===== src/rtl/dac_sched_pkg.sv =====
// ----------------------------------------------------------------------------
// dac_sched_pkg
// Shared definitions for the DAC mixing scheduler:
//   - state_e    : scheduler FSM states (IDLE, ACCUM, SAT, OUT)
//   - SMP_W      : width of one requester sample (signed two's complement)
//   - MIDSCALE   : excess-128 code for a zero output level
//   - acc_width(): accumulator width wide enough to sum NREQ samples plus sign
// ----------------------------------------------------------------------------
package dac_sched_pkg;

    typedef enum logic [1:0] {
        IDLE  = 2'd0,
        ACCUM = 2'd1,
        SAT   = 2'd2,
        OUT   = 2'd3
    } state_e;

    localparam int         SMP_W    = 8;
    localparam logic [7:0] MIDSCALE = 8'h80;

    // Summing n signed SMP_W-bit values needs clog2(n) growth bits; one extra
    // bit of headroom keeps the sign unambiguous for the clamp stage.
    function automatic int acc_width(input int nreq);
        return SMP_W + $clog2(nreq) + 1;
    endfunction

endpackage


===== src/rtl/dac_rate_div.sv =====
// ----------------------------------------------------------------------------
// dac_rate_div
// Sample-rate divider: counts 0..DIV-1 and asserts tick_o while the count is
// DIV-1. The counter is forced to 0 whenever en_i is low.
//   clk_i  in  system clock
//   rst_i  in  asynchronous active-high reset
//   en_i   in  count enable
//   tick_o out high during the last cycle of each DIV-cycle period
// ----------------------------------------------------------------------------
module dac_rate_div #(
    parameter int DIV = 256
) (
    input  logic clk_i,
    input  logic rst_i,
    input  logic en_i,
    output logic tick_o
);

    localparam int CNT_W = (DIV > 1) ? $clog2(DIV) : 1;

    logic [CNT_W-1:0] count_q, count_d;
    logic             en_q;

    // The cycle in which en_i first rises is spent with the count still at 0,
    // so the first tick after enabling lands DIV cycles later and the first
    // output strobe DIV+7 cycles after the enable edge.
    always_comb begin
        if (!(en_i && en_q)) begin
            count_d = '0;
        end else if (count_q == CNT_W'(DIV - 1)) begin
            count_d = '0;
        end else begin
            count_d = count_q + CNT_W'(1);
        end
    end

    always_ff @(posedge clk_i or posedge rst_i) begin
        if (rst_i) begin
            count_q <= '0;
            en_q    <= 1'b0;
        end else begin
            count_q <= count_d;
            en_q    <= en_i;
        end
    end

    assign tick_o = (count_q == CNT_W'(DIV - 1));

endmodule


===== src/rtl/dac_mix_sched.sv =====
// ----------------------------------------------------------------------------
// dac_mix_sched
// Shares one 8-bit delta-sigma DAC between NREQ sample sources. On each
// sample tick the FSM visits every requester once (ACCUM), collecting a fresh
// sample over valid/ready or reusing the last held one on underrun, clamps the
// sum to 8 bits (SAT) and loads the excess-128 code into the DAC (OUT).
//
// Optional feature macro: DAC_SOFT_MUTE_EN adds mute_i; while it is high each
// frame steps dac_code_o one LSB toward midscale instead of loading the mix.
//
// Ports:
//   clk_i        in   system clock
//   rst_i        in   asynchronous active-high reset
//   en_i         in   scheduler enable (only sampled in IDLE)
//   smp_i        in   NREQ packed signed samples, lane i = [8i+7:8i]
//   smp_valid_i  in   per-requester sample valid
//   smp_ready_o  out  per-requester take pulse
//   dac_code_o   out  excess-128 DAC code, held between frames
//   strobe_o     out  one-cycle pulse when dac_code_o updates
//   underrun_o   out  sticky per-requester underrun flags
//   clr_i        in   clears underrun_o (a coincident new underrun wins)
//   mute_i       in   soft-mute request (DAC_SOFT_MUTE_EN only)
//   busy_o       out  FSM not in IDLE
// ----------------------------------------------------------------------------
module dac_mix_sched
    import dac_sched_pkg::*;
#(
    parameter int NREQ = 4,
    parameter int DIV  = 256
) (
    input  logic                  clk_i,
    input  logic                  rst_i,
    input  logic                  en_i,
    input  logic [SMP_W*NREQ-1:0] smp_i,
    input  logic [NREQ-1:0]       smp_valid_i,
    output logic [NREQ-1:0]       smp_ready_o,
    output logic [7:0]            dac_code_o,
    output logic                  strobe_o,
    output logic [NREQ-1:0]       underrun_o,
    input  logic                  clr_i,
`ifdef DAC_SOFT_MUTE_EN
    input  logic                  mute_i,
`endif
    output logic                  busy_o
);

    localparam int ACC_W = acc_width(NREQ);
    localparam int IDX_W = $clog2(NREQ);

    state_e               state_q;
    logic [IDX_W-1:0]     idx_q;
    logic [ACC_W-1:0]     acc_q;
    logic [SMP_W-1:0]     sat_q;
    logic [7:0]           dac_q;
    logic                 strobe_q;
    logic [NREQ-1:0]      underrun_q, underrun_d;
    logic [NREQ-1:0]      ur_set;
    logic [SMP_W-1:0]     hold_q [NREQ];
    logic [SMP_W-1:0]     lane   [NREQ];
    logic                 tick;
    logic [SMP_W-1:0]     cur_smp;
    logic [ACC_W-1:0]     cur_ext;
    logic [SMP_W-1:0]     clamp_d;
    logic [ACC_W-SMP_W:0] acc_top;

    dac_rate_div #(
        .DIV (DIV)
    ) u_rate_div (
        .clk_i  (clk_i),
        .rst_i  (rst_i),
        .en_i   (en_i),
        .tick_o (tick)
    );

    // Per-lane unpacking, ready pulses and underrun events. Ready is decoded
    // straight from the state register so the handshake completes in the
    // requester's own ACCUM cycle.
    for (genvar gi = 0; gi < NREQ; gi++) begin : g_lane
        assign lane[gi]        = smp_i[SMP_W*gi +: SMP_W];
        assign smp_ready_o[gi] = (state_q == ACCUM) && (idx_q == IDX_W'(gi)) &&  smp_valid_i[gi];
        assign ur_set[gi]      = (state_q == ACCUM) && (idx_q == IDX_W'(gi)) && !smp_valid_i[gi];
    end

    // Fresh sample when valid, otherwise repeat the last one taken.
    assign cur_smp = smp_valid_i[idx_q] ? lane[idx_q] : hold_q[idx_q];
    assign cur_ext = {{(ACC_W-SMP_W){cur_smp[SMP_W-1]}}, cur_smp};

    // acc fits in 8 signed bits only when bits [ACC_W-1:7] are all equal.
    assign acc_top = acc_q[ACC_W-1:SMP_W-1];
    always_comb begin
        clamp_d = acc_q[SMP_W-1:0];
        if (!((&acc_top) || !(|acc_top))) begin
            clamp_d = acc_q[ACC_W-1] ? 8'h80 : 8'h7F;
        end
    end

    // Set has priority over clear so no underrun event is lost.
    assign underrun_d = (clr_i ? '0 : underrun_q) | ur_set;

    always_ff @(posedge clk_i or posedge rst_i) begin
        if (rst_i) begin
            underrun_q <= '0;
            for (int i = 0; i < NREQ; i++) begin
                hold_q[i] <= '0;
            end
        end else begin
            underrun_q <= underrun_d;
            for (int i = 0; i < NREQ; i++) begin
                if (smp_ready_o[i]) begin
                    hold_q[i] <= lane[i];
                end
            end
        end
    end

    always_ff @(posedge clk_i or posedge rst_i) begin
        if (rst_i) begin
            state_q  <= IDLE;
            idx_q    <= '0;
            acc_q    <= '0;
            sat_q    <= '0;
            dac_q    <= MIDSCALE;
            strobe_q <= 1'b0;
        end else begin
            strobe_q <= 1'b0;
            case (state_q)
                IDLE: begin
                    if (tick && en_i) begin
                        state_q <= ACCUM;
                        idx_q   <= '0;
                        acc_q   <= '0;
                    end
                end
                ACCUM: begin
                    acc_q <= acc_q + cur_ext;
                    if (idx_q == IDX_W'(NREQ - 1)) begin
                        state_q <= SAT;
                    end else begin
                        idx_q <= idx_q + IDX_W'(1);
                    end
                end
                SAT: begin
                    sat_q   <= clamp_d;
                    state_q <= OUT;
                end
                OUT: begin
`ifdef DAC_SOFT_MUTE_EN
                    if (mute_i) begin
                        if (dac_q > MIDSCALE) begin
                            dac_q <= dac_q - 8'd1;
                        end else if (dac_q < MIDSCALE) begin
                            dac_q <= dac_q + 8'd1;
                        end
                    end else begin
                        dac_q <= sat_q ^ MIDSCALE;
                    end
`else
                    // Inverting the MSB turns signed two's complement into
                    // excess-128.
                    dac_q <= sat_q ^ MIDSCALE;
`endif
                    strobe_q <= 1'b1;
                    state_q  <= IDLE;
                end
                default: state_q <= IDLE;
            endcase
        end
    end

    assign dac_code_o = dac_q;
    assign strobe_o   = strobe_q;
    assign underrun_o = underrun_q;
    assign busy_o     = (state_q != IDLE);

endmodule

===== config.mk =====
export PLATFORM = sky130hd
export DESIGN_NAME = dac_mix_sched
export DESIGN_NICKNAME = d
export VERILOG_FILES = /design/src/rtl/dac_sched_pkg.sv /design/src/rtl/dac_rate_div.sv /design/src/rtl/dac_mix_sched.sv
export SDC_FILE = /design/constraint.sdc
export NUM_CORES = 1
export LEC_CHECK = 0
export ABC_AREA = 0
export BUFFER_PORTS_ARGS = -buffer_cell sky130_fd_sc_hd__buf_2
export CAP_MARGIN = 10
export CORE_MARGIN = 10
export CORE_UTILIZATION = 40
export CTS_CLUSTER_DIAMETER = 200
export DETAILED_ROUTE_END_ITERATION = 10
export PLACE_DENSITY = 0.6
export SLEW_MARGIN = 20
export SYNTH_ARGS = -nofsm -noshare
export SYNTH_HDL_FRONTEND = slang
export SYNTH_HIERARCHICAL = 1
export SYNTH_SLANG_ARGS = --single-unit

===== constraint.sdc =====
create_clock -name clk_i -period 5.4 [get_ports clk_i]
set_clock_uncertainty 0.1 [all_clocks]
set_input_delay 1.08 -clock clk_i [delete_from_list [all_inputs] [get_ports clk_i]]
set_output_delay 1.08 -clock clk_i [all_outputs]
set_load 0.01 [all_outputs]

==> qor.yml <==
hold_buffers: 0
cts.sinks: 77
irDropWorstVdd_uv: 139
outcome: "finished, final reports clean"
yosysTopAreaCell: "dfrtp_1"
yosys-top-cells-count: "dfrtp_1, nand2_1, mux2_2, ha_1, nor2_1"
row_count: 36
drc: 0
chipHeight_um: 121
seq_area_mm2: 0.00193
hold_depth: 1
overflow: 0
vias: 2801
ys_types: 44
start_util_pct: 41.5
holdWs_ns: 0.319
drtIter0Drc: 59
syn-cell-area_mm2: 0.00411
antenna_cells: 0
yosysMostFrequentCell: "dfrtp_1"
period_share_pct: 76.7
dr.pass1.iters: 4
nets: 472
syn_avg_cell_area_um2: 11.7
highest_layer: "met4"
power.internal_mw: 0.910
met3RoutedLength_um: 536
route.met2.wl_mm: 4.10
met1_length_mm: 3.75
grt_use_total_pct: 12.2
multi_input_area_mm2: 0.00204
synthTopCellsByArea: "dfrtp_1, mux2_2, mux4_1"
ant_nets: 0
tightest_slew_ns: 0.925
yosys_most_used_dff: "dfrtp_1"
seqPwrFrac_pct: 49.8
power_mw: 1.16
critPathLaunchType: "primary input"
leakage_nw: 2.48
hold_start: "sat_q[7]"
clock_path_buffers: 2
min_period_ns: 4.14
r2r-start: "idx_q[1]"
end_kind: "register"
dieArea_mm2: 0.0147
gp_congestion: 0.792
postCtsSetupRepairBufs: 0
fmaxAchievable_ghz: 0.241
synth-edff-count: 0
required_ns: 5.53
n_fill_cell: 950
final_layout_size_suffix_gt1_share_pct: 29.3
clkSlewWorstSetupHoldPaths_ns: 0.08
cts-resized-gates: 0
pwr-share-comb_pct: 5.1
avgViaCountPerCell: 5.10
critPathArrivalTime_ns: 4.28
fin_setup_tns_ns: 0
htree_levels: 3
grt_pass1_vias: 2977
setup_viol_count_final: 0
cts_made_buffers: 9
hold_viol: 0
clkPwrFrac_pct: 45.0
insertion_delay_ns: 0.36
p_sw_share_pct: 21.5
grt_max_degree: 69
synth_top_area_share_pct: 46.3
yosys_warnings: 6
cts_tree: "built"
io_buffers: 57
worstSetupPathType: "in -> reg"
die_w_um: 121
hp-class: "reg -> reg"
syn_nets: 411
core_mm2: 0.00991
area_growth_pct: 15.6
ioPinCount: 58
wl_mm: 8.55
drv_slew: 0
syn_inst: 350
powerDensity_mw_per_mm2: 244
rsz0062_at_grt: "no"
grt_pass1_wl_mm: 14.5
synth_seq_cells: 77
reg2reg_depth: 12
cp-startpoint: "smp_valid_i[3]"
wl_per_cell_um: 15.6
maxCapViolCount: 0
ys_seq_area_share_pct: 46.9
p_sw_mw: 0.249
max_slew_margin_pct: 38.3
antenna_found_initial: 0
postSynth.asyncResetShare_pct: 100
crit_fanout: 15
dpl.hpwl_mm: 6.45
root_buffer: "clkbuf_8"
-- final timing paths --
path                                    endpoint  slack [ns]
max reg2reg                             acc_q[8]        1.41
max in group asynchronous               acc_q[9]        3.76
min reg2reg                        dac_code_o[7]        0.32
max                                     acc_q[8]        1.26
min in group asynchronous  u_rate_div/count_q[0]        0.58
min                                dac_code_o[7]        0.32
-- final cells by class --
type	instances	share of cell area [%]
flip-flops and latches	77	40.6
well taps	133	3.50
multi-input cells	244	43.0
repair buffers	58	6.17
clock buffers	10	2.69
inverters	21	1.66
clock inverters	6	2.35
-- per-layer routing --
metal	global-route usage, %	vias up
met5	0	-
met4	5.07	0
met3	4.42	13
met2	19.9	53
met1	14.3	1349
li1	-	1386
-- registers in the layout, indices dropped and copies added (netlist names), 2 cells and up --
| register | flops |
|---|---|
| acc_q | 11 |
| idx_q | 2 |
| sat_q | 8 |
| dac_code_o | 8 |
| hold_q | 32 |
| underrun_o | 4 |
| u_rate_div/count_q | 8 |
| state_q | 2 |
-- stage by stage --
stage / cells / setup WS [ns] / utilization (%) / cell area, um2
finish: 549 / 1.26 / 47.9 / 4750
global route: 549 / 1.06 / 47.9 / 4750
CTS: 549 / 1.24 / 47.9 / 4750
detailed placement: 533 / 0.853 / 45.5 / 4510
global placement: 533 / 0.907 / 45.5 / 4510
floorplan: 350 / 1.25 / - / 4110
-- placed cells by master, fill, tap and decap left out, types with 2 or more instances in the layout --
cell type   n
o21a_1      3
nand3_1    11
mux4_2      3
clkinv_1    2
nand4_1     2
xor2_1      5
ha_1       20
a21oi_1    16
nor2_1     20
nand2b_1    2
o21ai_0    13
a31oi_1     3
a21o_1      6
buf_2      57
mux2_2     41
nor3_1      6
a22o_1      3
o21bai_1    2
bufinv_16   3
inv_1      17
xnor2_1     4
inv_2       2
clkbuf_8    9
dfrtp_1    76
nand2_1    48
mux4_1     14
o22ai_1     4
or3_1       4
and3_1      2
-- worst max-delay path, cell delays in order --
cell,delay (ns)
buf_2,0.11
mux4_2,0.71
mux4_1,0.54
nand2_1,0.08
nand2_1,0.06
ha_1,0.20
fa_1,0.40
a21oi_1,0.22
nor2_1,0.09
or3_1,0.35
a31oi_1,0.21
xor2_1,0.15
o21ai_0,0.08
-- logic make-up (layout without fill, tap and decap cells) --
family	after synthesis	after routing	synth area share [%]
compound gates	55	55	8.35
xor+xnor	9	9	1.92
fa+ha+maj	21	21	6.58
buf+inv	29	95	3.32
flops	77	77	46.9
mux	60	60	22.4
simple gates	99	99	10.4
-- power groups by stage --
stage                     sequential [mW]  combinational (mW)  clock [mW]
final                               0.578              0.0595       0.522
after global routing                0.578              0.0677       0.559
after CTS                           0.578              0.0613       0.540
after detailed placement            0.589              0.0614           0
after global placement              0.589              0.0601           0
after floorplan                     0.589              0.0364           0
Note: power is estimated with default switching activity, not from simulation.
